### src/rtl/wb_arbiter.sv
// wb_arbiter: round-robin Wishbone arbiter, grant held for a whole cyc tenure,
// watchdog aborts stalled strobes with err.
// Ports:
//   clk_i / rst_i: clock and async active-high reset.
//   m_*: per-master Wishbone inputs and the ack/err/data return path.
//   s_*: shared slave side.
//   grant_o: one-hot owner, all zero when idle.
module wb_arbiter #(
  parameter int NUM_MASTERS = 2,
  parameter int TIMEOUT     = 255
) (
  input  logic                              clk_i,
  input  logic                              rst_i,
  input  logic [NUM_MASTERS-1:0]            m_cyc_i,
  input  logic [NUM_MASTERS-1:0]            m_stb_i,
  input  logic [NUM_MASTERS-1:0]            m_we_i,
  input  logic [NUM_MASTERS-1:0][31:0]      m_adr_i,
  input  logic [NUM_MASTERS-1:0][31:0]      m_dat_i,
  input  logic [NUM_MASTERS-1:0][3:0]       m_sel_i,
  output logic [31:0]                       m_dat_o,
  output logic [NUM_MASTERS-1:0]            m_ack_o,
  output logic [NUM_MASTERS-1:0]            m_err_o,
  output logic                              s_cyc_o,
  output logic                              s_stb_o,
  output logic                              s_we_o,
  output logic [31:0]                       s_adr_o,
  output logic [31:0]                       s_dat_o,
  output logic [3:0]                        s_sel_o,
  input  logic [31:0]                       s_dat_i,
  input  logic                              s_ack_i,
  input  logic                              s_err_i,
  output logic [NUM_MASTERS-1:0]            grant_o
);

  localparam int IW = $clog2(NUM_MASTERS);
  localparam int TW = $clog2(TIMEOUT + 1);
  localparam int WW = (TW > 16) ? TW : 16;
  localparam logic [WW-1:0] TO_V = WW'(TIMEOUT);
  localparam logic [IW-1:0] LAST_RST = IW'(NUM_MASTERS - 1);
  localparam logic [NUM_MASTERS-1:0] ONE = NUM_MASTERS'(1);
  localparam bit WD_ON = (TIMEOUT != 0);

  typedef enum logic {IDLE, OWNED} state_t;

  state_t                 state_q, state_d;
  logic [IW-1:0]          gnt_idx_q, gnt_idx_d;
  logic [IW-1:0]          last_idx_q, last_idx_d;
  logic [WW-1:0]          wd_cnt_q, wd_cnt_d;
  logic [NUM_MASTERS-1:0] grant_q, grant_d;

  logic          owned;
  logic          cyc_g;
  logic          stb_g;
  logic          timeout;
  logic          pick_vld;
  logic [IW-1:0] pick_idx;
  logic [IW-1:0] cand_idx;
  int            cand;

  assign owned = (state_q == OWNED);
  assign cyc_g = owned & m_cyc_i[gnt_idx_q];
  // A strobe without cyc is not a bus request, so it is gated here.
  assign stb_g = cyc_g & m_stb_i[gnt_idx_q];
  // A slave response in the boundary cycle wins over the watchdog.
  assign timeout = WD_ON & stb_g & (wd_cnt_q == TO_V)
                 & ~s_ack_i & ~s_err_i;

  // Round-robin: first requester after the previous owner, wrapping.
  always_comb begin
    pick_vld = 1'b0;
    pick_idx = '0;
    cand     = 0;
    cand_idx = '0;
    for (int i = 1; i <= NUM_MASTERS; i++) begin
      cand     = (int'(last_idx_q) + i) % NUM_MASTERS;
      cand_idx = IW'(cand);
      if (!pick_vld && m_cyc_i[cand_idx]) begin
        pick_vld = 1'b1;
        pick_idx = cand_idx;
      end
    end
  end

  assign s_cyc_o = cyc_g;
  assign s_stb_o = stb_g;
  assign s_we_o  = owned & m_we_i[gnt_idx_q];
  assign s_adr_o = owned ? m_adr_i[gnt_idx_q] : '0;
  assign s_dat_o = owned ? m_dat_i[gnt_idx_q] : '0;
  assign s_sel_o = owned ? m_sel_i[gnt_idx_q] : '0;
  assign m_dat_o = s_dat_i;
  assign grant_o = grant_q;

  always_comb begin
    m_ack_o = '0;
    m_err_o = '0;
    if (owned) begin
      m_ack_o[gnt_idx_q] = s_ack_i;
      m_err_o[gnt_idx_q] = s_err_i | timeout;
    end
  end

  always_comb begin
    state_d    = state_q;
    gnt_idx_d  = gnt_idx_q;
    last_idx_d = last_idx_q;
    wd_cnt_d   = wd_cnt_q;
    grant_d    = grant_q;
    unique case (state_q)
      IDLE: begin
        if (pick_vld) begin
          state_d   = OWNED;
          gnt_idx_d = pick_idx;
          wd_cnt_d  = '0;
          grant_d   = ONE << pick_idx;
        end
      end
      OWNED: begin
        if (WD_ON && stb_g && !s_ack_i && !s_err_i && !timeout) begin
          wd_cnt_d = wd_cnt_q + WW'(1);
        end else begin
          wd_cnt_d = '0;
        end
        // Tenure ends only when the owner drops cyc.
        if (!cyc_g) begin
          state_d    = IDLE;
          last_idx_d = gnt_idx_q;
          grant_d    = '0;
        end
      end
      default: state_d = IDLE;
    endcase
  end

  always_ff @(posedge clk_i or posedge rst_i) begin
    if (rst_i) begin
      state_q    <= IDLE;
      gnt_idx_q  <= '0;
      last_idx_q <= LAST_RST;
      wd_cnt_q   <= '0;
      grant_q    <= '0;
    end else begin
      state_q    <= state_d;
      gnt_idx_q  <= gnt_idx_d;
      last_idx_q <= last_idx_d;
      wd_cnt_q   <= wd_cnt_d;
      grant_q    <= grant_d;
    end
  end

endmodule
### config.mk
export PLATFORM = sky130hd
export DESIGN_NAME = wb_arbiter
export DESIGN_NICKNAME = d
export VERILOG_FILES = /design/src/rtl/wb_arbiter.sv
export SDC_FILE = /design/constraint.sdc
export NUM_CORES = 1
export LEC_CHECK = 0
export ABC_AREA = 1
export ABC_CLOCK_PERIOD_IN_PS = 4200
export CORE_AREA = 2 2 113 115
export CTS_CLUSTER_DIAMETER = 50
export DETAILED_ROUTE_END_ITERATION = 6
export DIE_AREA = 0 0 115 117
export GPL_ROUTABILITY_DRIVEN = 0
export PLACE_DENSITY_LB_ADDON = 0.12
export SETUP_SLACK_MARGIN = 0.3
export SLEW_MARGIN = 30
export SYNTH_ARGS = -nofsm -noshare
export SYNTH_HDL_FRONTEND = slang
export SYNTH_SLANG_ARGS = --single-unit
### constraint.sdc
create_clock -name clk_i -period 4.2 [get_ports clk_i]
set_input_delay 0.42 -clock clk_i [delete_from_list [all_inputs] [get_ports clk_i]]
set_output_delay 0.42 -clock clk_i [all_outputs]
set_load 0.005 [all_outputs]
# [Yosys cells after proc, flatten, opt, wreduce, memory -nomap -nowiden]
# Index checks and enable logic that the tools add are counted.
[word_totals] reg_bits=21 latchBits=0 ram_bits=0 rom_bits=0 wordCells=77 mem_count=0
[classes] addsub=3 n_mul=0 div_mod_pow=0 magnitude_cmp=4 n_eq_ne=3 n_shift=1 muxes=36 n_bitwise=13 reduce_logical=12
[op_table] operator="32-bit two-way mux" n=6
[op_table] operator="16-bit two-way mux" n=2
[op_table] operator="16-bit one-hot mux with 2 select lines" n=1
[op_table] operator="1-bit two-way mux" n=17
[op_table] operator="16-bit by 1-bit adder with 16-bit output (second input constant)" n=1
[op_table] operator="16-bit by 8-bit == test with 1-bit output (second input constant)" n=1
[op_table] operator="4-bit two-way mux" n=3
[op_table] operator="2-bit two-way mux" n=4
[op_table] operator="1-bit bitwise AND" n=6
[op_table] operator="1-bit by 2-bit < comparator with 1-bit output (second input constant)" n=3
[op_table] operator="2-bit AND reduction" n=3
[op_table] operator="1-bit logical AND" n=5
[op_table] operator="2-bit bitwise AND" n=2
[op_table] operator="1-bit logical NOT" n=4
[op_table] operator="2-bit != test (second input constant)" n=2
[op_table] operator="1-bit inverter" n=4
[op_table] operator="2-bit one-hot mux with 2 select lines" n=1
[op_table] operator="1-bit adder (second input constant)" n=2
[op_table] operator="1-bit one-hot mux with 2 select lines" n=1
[op_table] operator="1-bit by 1-bit << shifter with 2-bit output (first input constant)" n=1
[op_table] operator="1-bit demux with 1-bit select" n=1
[op_table] operator="1-bit greater-or-equal comparator (second input constant)" n=1
[op_table] operator="1-bit OR" n=1

# [Logic depth before layout (Yosys ltp)]
# Gate-level depths: netlist of run 1.
[logic_depth] depth_word=11 depth_mapped=10

# [Least setup slack after synthesis of run 1]
# No wires, ideal clock.
[synth_path] kind="reg-to-output" start="reg wd_cnt_q[0]" end="out m_err_o[0]" t_arrival_ps=1159 required_time_ps=3780 path_slack_ps=2621 stages_incl_launch_ff=8 path_cell_list="dfrtp_1 > ha_1 > nand3_1 > inv_1 > nand2_1 > inv_1 > nand3_1 > a21oi_1"
[synth_between] elab_chain_cells=7
[synth_rtl] element="start, declared" line="48" rtl="logic [WW-1:0] wd_cnt_q, wd_cnt_d;"
[synth_rtl] element="start signal, assigned" line="145" rtl="wd_cnt_q <= wd_cnt_d;"
[synth_rtl] element="16-bit by 8-bit == test with 1-bit output" line="65" rtl="assign timeout = WD_ON & stb_g & (wd_cnt_q == TO_V)"
[synth_rtl] element="1-bit bitwise AND" line="65"
[synth_rtl] element="1-bit bitwise AND (2 in series)" line="66" rtl="& ~s_ack_i & ~s_err_i;"
[synth_rtl] element="1-bit OR" line="98" rtl="m_err_o[gnt_idx_q] = s_err_i | timeout;"
[synth_rtl] element="2-bit bitwise AND (no source line)"
[synth_rtl] element="2-bit two-way mux" line="96" rtl="if (owned) begin"
[synth_rtl] element="end, declared" line="22" rtl="output logic [NUM_MASTERS-1:0] m_err_o,"
# No other way between the ends.

# [Final worst setup path of run 1]
[layout_path] start="reg gnt_idx_q" end="out m_err_o[0]"
[layout_between] elab_chain_cells=10 elab_cells_between_ends=17 classes_between="2 x order compare; 7 x mux; 7 x bitwise; 1 x reduce/logical"
[layout_rtl] element="start, declared" line="46" rtl="logic [IW-1:0] gnt_idx_q, gnt_idx_d;"
[layout_rtl] element="start signal, assigned" line="143" rtl="gnt_idx_q <= gnt_idx_d;"
[layout_rtl] element="1-bit two-way mux (not written as such) (2 in series)" line="61" rtl="assign cyc_g = owned & m_cyc_i[gnt_idx_q];"
[layout_rtl] element="1-bit bitwise AND" line="61"
[layout_rtl] element="1-bit bitwise AND" line="63" rtl="assign stb_g = cyc_g & m_stb_i[gnt_idx_q];"
[layout_rtl] element="1-bit bitwise AND" line="65"
[layout_rtl] element="1-bit bitwise AND (2 in series)" line="66"
[layout_rtl] element="1-bit OR" line="98"
[layout_rtl] element="2-bit bitwise AND (no source line) (*)"
[layout_rtl] element="2-bit two-way mux (*)" line="96"
# Mark *: on every way between the ends. The rest lies on a longest branch, timed or not. The select of a mux whose other input is x is not followed.

==> metrics.txt, run 1 <==
status completed; clock skew 2.71 ps; synth unique cells 27; Core Footprint 12300 um2; setup TNS 0 ps; Power Dens Cells 445 nW/um2; CP max stage cell dfrtp_2; final worst path period share 80.0%; max_slew headroom 46.7%; worst path arrival time 2940 ps; CP Capture Type output port; combinational group share of total power 75.5%; most common cell after layout, fill and taps aside clkdlybuf4s50_1; RSZ-0062 raised after global routing false; Diodes inserted 0; Die Y-Extent 117 um; CP max stage delay 780 ps; Reg power frac 14.6%; Net Sw Power 0.000889 W; vias in the first global route 3142; DRT iter0 DRCs 136; Tmin final 3360 ps; htree depth 1; Resize count post-CTS 0; Setup WS pre-CTS 1060 ps; drt pass-1 iters 6; worst-path fanout max 49; total track usage 15.6%; worst ir drop on vdd 0.000206 V; initial antenna violation count 0; DR vias 3293; Initial Utilization 20.4%; Lkg Pwr 1.86 nW; Synth area leaders nand2_1, dfrtp_1, a21oi_1, buf_4, o21ai_2; Syn Area/Cell 5.71 um2; CTS tree built; # hold bufs at CTS 0; drt wl/cell 14.9 um; post-detail-place hpwl 9.22 mm; largest net degree at the start of global routing 50; Startpoint Class flop; syn nets 619; CP required 3780 ps; max-capacitance violation count 0; Routed Antenna Nets 0; mapped cell area 2510 um2; Syn Inst Count 440; residual DRC count 0; internal power 0.00119 W; final setup vio count 0; Sw Ratio 42.8%; Num CTS Buffers 3; clock latency on the worst-skew pair 250 ps; IO buf count 222; via/cell ratio 4.33; sequential area share after synthesis 21.0%; Synth top area share 29.4%; Hold Crit Class flop to flop; pins over their slew limit 0; die area 13500 um2; layout cells sized above 1 4.42%; Fin. Hold Viols 0; TritonCTS Sinks 21; Die X 115 um; fmax 0.298 GHz; clock group share of total power 9.9%; post-CTS setup-driven buffer insertion count 0; Final WS setup 840 ps; worst slew pin tran 795 ps; area growth from synthesis to layout 85.6%; Crit Path Category flop to output port; post-synth top area cell nand2_1; Final nets 791; DRT Wirelength 11.3 mm; global-route wire length before repair 16.4 mm; GR Overflow Total 0; num rows 41; YS warnings 0; crit path cell chain clkinv_2, nand2_1, nand2_1, nand3_4, nor2_4, nand3_1, a21oi_1, clkdlybuf4s50_1; Root Driver clkbuf_16; clock buffer depth 2; most frequent cells in the layout clkdlybuf4s50_1, nand2_1, a21oi_1; #FFs+latches synth 21; Final Util 37.9%; I/O pin cnt 287; Worst-path clk slew 60 ps; Worst path most repeated cell nand2_1
## cell usage after synthesis
master    number
nor2_1        21
o21bai_1       2
nand2_2        2
or2_2          1
buf_6          3
a21boi_0       1
o31ai_1        2
o21ai_0       12
xor2_1         5
clkinv_1       1
clkbuf_1      22
o21ai_2       10
nand3_2        1
nand2_1      197
xnor2_1        2
dfstp_2        1
buf_4         32
dfrtp_1       20
a21oi_1       72
ha_1           1
nand4_1        2
nand3_4        1
nand3_1        9
buf_2          1
clkinv_2       1
nor2_4         1
inv_1         17
## state kept, by name, indices dropped and copies added, names as in the netlist
signal / count
gnt_idx_q: 1
grant_o: 2
owned: 1
wd_cnt_q: 16
last_idx_q: 1
## power groups by stage
| stage | Clock [W] | Combinational [W] | Sequential [W] |
|---|---|---|---|
| 6_report | 0.000205 | 0.00157 | 0.000304 |
| 5_1_grt | 0.000224 | 0.00171 | 0.000315 |
| 4_1_cts | 0.000210 | 0.00160 | 0.000307 |
| 3_5_place_dp | 0 | 0.00159 | 0.000311 |
| 3_3_place_gp | 0 | 0.00160 | 0.000311 |
| 2_1_floorplan | 0 | 0.000719 | 0.000251 |
## worst paths after layout
kind                       slack [ps]                    from                      end  depth (start not counted)
hold / removal                    510  last_idx_q$_DFFE_PP1P_   last_idx_q$_DFFE_PP1P_                          2
max in group asynchronous        3270                   rst_i    gnt_idx_q$_DFFE_PP0P_                          2
setup reg to reg                 1540   gnt_idx_q$_DFFE_PP0P_  wd_cnt_q[1]$_DFFE_PP0P_                          7
min in group asynchronous         520                   rst_i  wd_cnt_q[8]$_DFFE_PP0P_                          2
hold reg to reg                   510  last_idx_q$_DFFE_PP1P_   last_idx_q$_DFFE_PP1P_                          2
setup / recovery                  840   gnt_idx_q$_DFFE_PP0P_               m_err_o[0]                          8
## critical path, delay by kind of cell (launching register included)
family	cells	cell delay (ps)
buffers and inverters	2	1200
AND/OR/NAND/NOR	5	620
flip-flops	1	780
AO/OA/AOI/OAI	1	80
## per-stage QoR
stage	hold slack, ps	instance area, um2	power [W]	cells
after global routing	528	4670	0.00225	761
after detailed placement	497	4590	0.00190	757
after global placement	492	4590	0.00191	757
final	506	4670	0.00208	761
after CTS	508	4670	0.00212	761
after floorplan	396	2510	0.000970	440
## per-layer routing
layer	share of wire (%)	track usage [%]
met1	39	18.6
met2	51	27.6
met3	9.4	5.87
met4	0.37	2.25
met5	0	0
## logic make-up (layout without fill, tap and decap cells)
family	count (synthesis)	count (layout)	share of synthesized area [%]
and+or+nand+nor	235	235	37.1
adders and majority gates	1	1	0.498
DFF	21	21	21.0
xor gates and xnor gates	7	7	2.44
buffers and inverters	77	248	17.3
AOI/OAI and AO/OA	99	99	21.7
## area by class of cell
type	instances	area (um2)
Inverter	19	72.6
Sequential cell	21	528
Clock inverter	1	5.00
Multi-Input combinational cell	342	1550
Tap cell	150	188
Clock buffer	3	75.1
Fill cell	1313	7650
Timing Repair Buffer	225	2240
Power figures use the tool's default switching activity.
==> run 2, diff against run 1 <==
- ABC_CLOCK_PERIOD_IN_PS: 4200 -> 2900
- CORE_AREA: 2 2 113 115 -> 2 2 110 112
- DIE_AREA: 0 0 115 117 -> 0 0 112 114
- clock period: 4.2 -> 2.9 ns (I/O delays scaled with it)
==> metrics.txt, run 2 (synthesized netlist as in run 1, its figures left out) <==
post-detail-place hpwl 9.26 mm (+0.42%); Fin. Hold Viols 0 (unchanged); final worst path period share 87.3%; I/O pin cnt 287 (unchanged); DR vias 3332 (+1.2%); Critical path buffers and inverters 3 (+1); layout cells sized above 1 4.58% (+0.16 points); CP Capture Type output port; max-capacitance violation count 0 (unchanged); residual DRC count 0 (unchanged); clock skew 6.18 ps (+3.48 ps); placed insts 755 (-0.26%); Routed Antenna Nets 0 (unchanged); Initial Utilization 21.5% (+1.0 points); Worst path top cell family by delay buffers and inverters; Diodes inserted 0 (unchanged); num rows 40 (-2.4%); DRT iter0 DRCs 179 (+32%); CP required 2610 ps (-1170 ps); CP max stage delay 580 ps (-200 ps); reg2reg setup slack 990 ps (-550 ps); drt pass-1 iters 4 (-2); most common cell after layout, fill and taps aside clkdlybuf4s50_1; Largest register FFs 16 (unchanged); most flop-heavy register wd_cnt_q; Root Driver clkbuf_16; Startpoint Class flop; initial antenna violation count 0 (unchanged); cell count along the critical path 5 (-3); Die X 112 um (-2.6%); most frequent cells in the layout clkdlybuf4s50_1, nand2_1, a21oi_1; clock buffer depth 2 (unchanged); worst reg-to-reg path cell count 8 (+1); die area 12800 um2 (-5.1%); non-filler cells in the finished layout 759 (-0.26%); pins over their slew limit 0 (unchanged); CTS tree built; max_slew headroom 43.9% (-2.8 points); final setup vio count 0 (unchanged); IO buf count 222 (unchanged); crit path cell chain inv_8, buf_4, nand2_1, a21oi_1, clkdlybuf4s50_1; worst-path fanout max 32 (-35%); # hold bufs at CTS 0 (unchanged); clock latency on the worst-skew pair 260 ps (about the same); CP max stage cell dfrtp_4; vias in the first global route 3121 (-0.67%); RSZ-0062 raised after global routing true; DRT Wirelength 11.4 mm (+1.0%); Lkg Pwr 1.88 nW (+0.76%); Worst-path clk slew 60 ps (about the same); TritonCTS Sinks 21 (unchanged); Tmin final 2530 ps; via/cell ratio 4.39 (+1.5%); worst slew pin tran 836 ps (+41.1 ps); Die Y-Extent 114 um (-2.6%); drt wl/cell 15.1 um (+1.3%); global-route wire length before repair 17.0 mm (+3.5%); htree depth 1 (unchanged); Crit Path Category flop to output port; area growth from synthesis to layout 86.9%; Num CTS Buffers 3 (unchanged); Hold Crit Class primary input to async pin; Power Dens Cells 655 nW/um2 (+47%); worst ir drop on vdd 0.000296 V (+44%); setup TNS 0 ps (unchanged); status completed; Core Footprint 11700 um2 (-4.9%); worst path arrival time 2240 ps (-700 ps); Final nets 792 (+0.13%); fmax 0.395 GHz; Filler cells 1291 (-1.7%); GR Overflow Total 0 (unchanged); largest net degree at the start of global routing 61 (+22%); total track usage 16.6% (+0.92 points)
## run 2: cell types whose count changed in the layout (fill, tap and decap cells not counted), sizes merged
| cell | previous run | this run |
|---|---|---|
| buf | 3 | 4 |
| clkinv | 4 | 3 |
| inv | 16 | 17 |
## run 2: metal layers
metal / part of all wire [%] / track usage [%] / wire, um / up-vias
met5: 0 / 0 / 0 / -
met4: 0.52 / 1.87 / 60 / 0
met3: 8.5 / 6.16 / 968 / 8
met2: 51 / 29.3 / 5860 / 129
met1: 40 / 19.9 / 4540 / 1483
li1: - / - / - / 1712
## run 2: through the flow
stage	hold WS [ps]	setup slack, ps	instance area, um2	total power [W]	utilization [%]
after floorplan	266	1440	2510	0.00141	-
after global routing	463	282	4700	0.00331	40.1
final	403	369	4700	0.00308	40.1
after global placement	490	519	4600	0.00279	39.3
after detailed placement	495	498	4600	0.00279	39.3
after CTS	502	336	4690	0.00312	40.0
## run 2: path summary, 6_finish.rpt
path | startpoint | to
min reg2reg | last_idx_q$_DFFE_PP1P_ | last_idx_q$_DFFE_PP1P_
min | rst_i | wd_cnt_q[13]$_DFFE_PP0P_
max | gnt_idx_q$_DFFE_PP0P_ | s_adr_o[14]
min in group clk_i | last_idx_q$_DFFE_PP1P_ | last_idx_q$_DFFE_PP1P_
max reg2reg | wd_cnt_q[0]$_DFFE_PP0P_ | wd_cnt_q[0]$_DFFE_PP0P_
max in group asynchronous | rst_i | gnt_idx_q$_DFFE_PP0P_
## run 2: timing repair
action / CTS / global route
resized for setup: 2 / 4
setup endpoints to repair: 1 / 25
pin swaps: 0 / 0
buffers inserted: 0 / 0
## run 2: final cells by class
type                    instances  area, um2  area share [%]
clock inverters                 1       5.00           0.107
well taps                     147        184            3.91
clock buffers                   3       75.1            1.60
flip-flops and latches         21        531            11.3
multi-input cells             342       1550            33.0
repair buffers                226       2270            48.4
inverters                      19       78.8            1.68
## run 2: power breakdown
| part | total, W | internal (W) | switching (W) |
|---|---|---|---|
| sequential | 0.000409 | 0.000338 | 0.0000704 |
| clock | 0.000304 | 0.000186 | 0.000119 |
| combinational | 0.00236 | 0.00124 | 0.00113 |
| total | 0.00308 | 0.00176 | 0.00132 |
==> RTL edit 1 (flow settings as in run 2) <==
The parameter `TIMEOUT` goes from 255 to 510.
--- a/src/rtl/wb_arbiter.sv
+++ b/src/rtl/wb_arbiter.sv
@@ -7,7 +7,7 @@
 //   grant_o: one-hot owner, all zero when idle.
 module wb_arbiter #(
   parameter int NUM_MASTERS = 2,
-  parameter int TIMEOUT     = 255
+  parameter int TIMEOUT     = 510
 ) (
   input  logic                              clk_i,
   input  logic                              rst_i,
Check against the original RTL: no difference found for any inputs over 4 cycles, from zero or initial values and one cycle with rst_i high; that may be too few to reach the edited logic, so the function may still have changed.
==> RTL edit 1 against run 2 <==
  * Critical path depth grew 3
  * Worst setup slack improved by 0.11 ns
  * Maximum frequency up 4.4%
  * Area after synthesis down 0.35%
  * First-iteration DRC count down 26%
  * Non-clock buffer count rose by 5
  * Wire length increased by 5.0%
  * Power grew 1.6%
  * Final area grew 0.51%
  * Cell count fell by 0.26%
  * Sequential cell count unchanged
  * Largest power group unchanged
  * Critical endpoint is now m_err_o[1]
==> RTL edit 1: results (changes against run 2) <==
The flow ran to the end, and the final reports show no timing, DRC or antenna violations. The transition time at the pin with the least slew margin is 0.786 ns (-0.0497 ns). Global-route met3 utilization: 6.70% (+0.53 points).

For the final-layout fill cell count, the log shows 1,263 (-2.2%). The half-perimeter wire length after detailed placement was 10.0 mm (+8.6%); the post-route non-filler standard cell count was 757 (-0.26%). Average cell area after synthesis: 5.81 µm² (+1.7%). The highest routing layer actually used is met5.

The fraction of layout cells with a size suffix above 1 is 5.59% (+1.0 points), and the delay of the slowest critical-path stage is 0.52 ns (-0.06 ns). Global routing met1 resource utilization: 22.1% (+2.1 points). By area the synthesized netlist is led by sky130_fd_sc_hd__nand2_1 (29%), sky130_fd_sc_hd__dfrtp_1 (20%), sky130_fd_sc_hd__a21oi_1 (14%), sky130_fd_sc_hd__buf_4 (9.6%), sky130_fd_sc_hd__o21ai_2 (3.5%). The run gives 4 (+4) as the initial antenna violation count. The run gives 0.390 ns (-0.0131 ns) as the worst hold margin. The sum of routed wire length over all layers was 12.0 mm (+5.0%); the number of global-route vias before repair was 3,089 (-1.0%).

The parity-gate share of the synthesized area counting xor and xnor cells was 3.15% (+0.71 points); the routed wire length on met3 was 1.09 mm (+13%). The tools report the fraction of met2 tracks used by global routing as 29.4% (+0.081 points). The run gives 37 (-39%) as the pin count of the biggest net entering global routing. The proportion of power drawn by flip-flops and latches is 12.1% (-1.2 points), and the placed cell count is 751 (-0.53%). Post-route met1 wirelength: 5.02 mm (+10%). The run gives 2.13 ns (-0.11 ns) as the arrival time at the worst endpoint. Global-route wire length before repair: 17.5 mm (+2.7%). After synthesis, the most frequently instantiated cells are sky130_fd_sc_hd__nand2_1 (191), sky130_fd_sc_hd__a21oi_1 (72), sky130_fd_sc_hd__buf_4 (32). The area growth from synthesis to layout is 88.5%. The starting DRC count in detailed routing is 133 (-26%), and the clock tree skew after final layout is 0.00709 ns (+0.000910 ns). For the power drawn by the combinational cells, the log shows 2.45 mW (+4%). The run gives 0 (unchanged) as the number of max-capacitance violations reported. Among all flip-flop cells after synthesis, the most frequent one is sky130_fd_sc_hd__dfrtp_1. The total leakage power came out at 1.86 nW (-0.77%). The net count reported at finish is 789 (-0.38%), and the maximum resistive drop on vdd is 0.332 mV (+12%). The worst-case reg-to-reg path depth is 7 (-1), and the number of design rule violations left after detail routing is 0 (unchanged). The logs give 28 (+3.7%) for the count of distinct cell types in the synthesized netlist and 3,301 (-0.93%) for the via count. The power spent charging and discharging nets is 1.34 mW (+1.9%), and the compound-gate portion of the synthesized area is 21.4% (-0.32 points). The internal power consumption is 1.79 mW (+1.3%), and the adder-cell share of the synthesized area is 0.999% (+0.50 points). For the minimum setup slack after placement, the log shows 0.538 ns (+0.0400 ns).

The tools report the endpoint of the worst register-to-register path as wd_cnt_q[1]. The run gives 1.07 ns (+0.08 ns) as the reg2reg setup slack. The met2 layer wire length in the routed design is 5.83 mm (-0.49%).
[RTL edit 1: cell type report]
| cell class | instances | area share [%] |
|---|---|---|
| Clock inverter | 1 | 0.159 |
| Sequential cell | 21 | 11.2 |
| Clock buffer | 3 | 1.59 |
| Inverter | 14 | 1.14 |
| Tap cell | 147 | 3.90 |
| Multi-Input combinational cell | 338 | 33.1 |
| Timing Repair Buffer | 231 | 48.8 |
| Antenna cell | 2 | 0.106 |
[RTL edit 1: worst max-delay path by stage]
stage                    start  slack, ns    endpoint  cells past startpoint
finish               gnt_idx_q       0.48  m_err_o[1]                      8
global route         gnt_idx_q       0.33  m_err_o[1]                      8
CTS                  gnt_idx_q       0.41  m_err_o[1]                      8
detailed placement  m_cyc_i[1]       0.54  m_err_o[1]                      8
global placement    m_cyc_i[1]       0.57  m_err_o[0]                      8
floorplan            gnt_idx_q       1.46  m_err_o[0]                      9
[RTL edit 1: repair_timing]
item	in CTS	in global routing
endpoints found under the hold margin	0	0
setup endpoints to repair	0	1
resized for setup	0	1
==> RTL edit 2 (config.mk and constraints of run 2) <==
Without the edit above. Make the reset (`rst_i`) synchronous in one clocked block. Comments in the files are not updated.
--- a/src/rtl/wb_arbiter.sv
+++ b/src/rtl/wb_arbiter.sv
@@ -131,7 +131,7 @@
     endcase
   end
 
-  always_ff @(posedge clk_i or posedge rst_i) begin
+  always_ff @(posedge clk_i) begin
     if (rst_i) begin
       state_q    <= IDLE;
       gnt_idx_q  <= '0;
Behaviour: differs if rst_i is asserted again (counterexample within 4 cycles, from zero or initial values and one cycle with rst_i high); with rst_i held inactive, the same outputs for 4 cycles.
==> RTL edit 2 against run 2 <==
  * First-iteration DRC count down 39%
  * Area after synthesis up 0.80%
  * Wire length up 2.4%
  * Sequential share of layout area down 2.4 points
  * Final area up 1.3%
  * Sequential cell count unchanged
  * Worst setup slack better by 0.076 ns
  * Maximum frequency up 3.1%
  * Critical endpoint is now s_adr_o[29]
  * Highest routed layer is now met5
Power is not compared: it rests on default switching activity, and its combinational part moved more than twofold at a synthesized area within 25%.
==> RTL edit 2: results (changes against run 2) <==
Launch point of the worst reg-to-reg path: owned. The critical path starts at gnt_idx_q. The starting DRC count in detailed routing was 110 (-39%); the transition time at the pin with the least slew margin was 0.694 ns (-0.142 ns). The worst-case reg-to-reg path depth was 5 (-3); the global routing met1 resource utilization was 19.8% (-0.14 points). The sum of routed wire length over all layers is 11.7 mm (+2.4%), and the routed wire length on met3 is 977 µm (+0.93%). Sorting the synthesized cells by how often they occur yields sky130_fd_sc_hd__nand2_1 (198), sky130_fd_sc_hd__a21oi_1 (82), sky130_fd_sc_hd__nor2_1 (51). The fraction of met2 tracks used by global routing is 32.2% (+2.9 points). The flow ran to the end, and the final reports show no timing, DRC or antenna violations. The top flip-flop cell by instance count after synthesis was sky130_fd_sc_hd__dfxtp_1.

Average cell area after synthesis: 5.26 µm² (-8.0%). On the critical path, the stage with the largest delay is an instance of sky130_fd_sc_hd__clkdlybuf4s50_1. The initial antenna violation count is 1 (+1).

The logs give 5.31% (-0.85 points) for the global-route met3 utilization and 4.54 mm (about the same) for the post-route met1 wirelength. The run gives 0.00467 mm² (+1.5%) as the placed instance area. The logs give 837 (+5.7%) for the net count reported at finish and 17.8 mm (+5.0%) for the global-route wire length before repair. In the post-synthesis netlist, the biggest area contributors are sky130_fd_sc_hd__nand2_1 (29%), sky130_fd_sc_hd__dfxtp_1 (17%), sky130_fd_sc_hd__a21oi_1 (16%), sky130_fd_sc_hd__buf_4 (10%), sky130_fd_sc_hd__nor2_1 (7.6%).

The fraction of layout cells with a size suffix above 1 is 3.96% (-0.62 points). The number of global-route vias before repair is 3,438 (+10%), and the portion of the post-synthesis area used by sequential elements is 16.6% (-4.4 points). The fraction of synthesized cell area taken by the top area cell type was 29.3% (-0.084 points); the pin count of the biggest net entering global routing was 41 (-33%). The synthesized netlist net count was 661 (+6.8%). The tools report the met2 layer wire length in the routed design as 6.12 mm (+4.4%).

The detailed-routing iteration count for the pre-antenna-repair pass was 5 (+1). The cell family contributing the most delay on the critical path is buffers and inverters. For the clock tree skew after final layout, the log shows 0.00288 ns (-0.00330 ns).

The average detailed-routed wire length per instance was 14.6 µm (-3.3%); the via count was 3,573 (+7.2%). The maximum fanout along the worst path came out at 27 (-16%). The logs give 17.2% (+0.64 points) for the overall routing resource usage and 0.855 mW for the internal power consumption.

The post-CTS resize count was 1 (-1). In this run the critical register-to-register path is captured at wd_cnt_q[1]. The worst hold margin was 0.489 ns (+0.0853 ns); the final-layout fill cell count was 1,255 (-2.8%). For the half-perimeter wire length after detailed placement, the log shows 9.69 mm (+4.7%). In this run the top signal layer used is met5. The placed cell count is 800 (+6.0%). The reg2reg setup slack came out at 0.94 ns (-0.05 ns). Type of the worst min-delay path: flop to flop. The most critical setup path has its endpoint at s_adr_o[29]. The tools report the minimum setup slack after placement as 0.521 ns (+0.0230 ns).
[RTL edit 2: cell count changes in the layout (fill, tap and decap cells not counted), moves of 4 or more]
cell,before,now
sky130_fd_sc_hd__nor2_1,21,51
sky130_fd_sc_hd__dfxtp_1,0,20
sky130_fd_sc_hd__dfrtp_1,19,0
sky130_fd_sc_hd__a21oi_1,72,82
sky130_fd_sc_hd__nand4_1,2,12
sky130_fd_sc_hd__o21ai_2,10,0
sky130_fd_sc_hd__inv_1,15,24
sky130_fd_sc_hd__o21ai_0,12,6
sky130_fd_sc_hd__nand3_1,9,5
[RTL edit 2: cell type report]
class                           count  area, µm²  share of cell area [%]
Inverter                           28        108                    2.26
Tap cell                          147        184                    3.86
Clock inverter                      1       5.00                   0.105
Clock buffer                        3       75.1                    1.58
Timing Repair Buffer              229       2300                    48.4
Multi-Input combinational cell    375       1660                    34.9
Sequential cell                    21        424                    8.91
[RTL edit 2: kinds of logic after synthesis]
| family | Yosys count | synth area share [%] |
|---|---|---|
| and+or+nand+nor | 281 | 46.0 |
| DFF | 21 | 16.6 |
| xor gates and xnor gates | 3 | 1.04 |
| AOI/OAI and AO/OA | 90 | 18.0 |
| adders and majority gates | 1 | 0.494 |
| buffers and inverters | 86 | 17.9 |
[RTL edit 2: power by group through the flow]
stage	logic, mW	clock network, mW	registers (mW)
6_report	0.615	0.297	0.310
2_1_floorplan	0.236	0	0.306
3_5_place_dp	0.622	0	0.317
5_1_grt	0.667	0.319	0.311
3_3_place_gp	0.621	0	0.316
4_1_cts	0.625	0.301	0.310
[RTL edit 2: worst min-delay path, cell delays in order, from the launching register on]
cell,delay (ns)
sky130_fd_sc_hd__dfxtp_1,0.32
sky130_fd_sc_hd__nand2_1,0.07
sky130_fd_sc_hd__a21oi_1,0.05
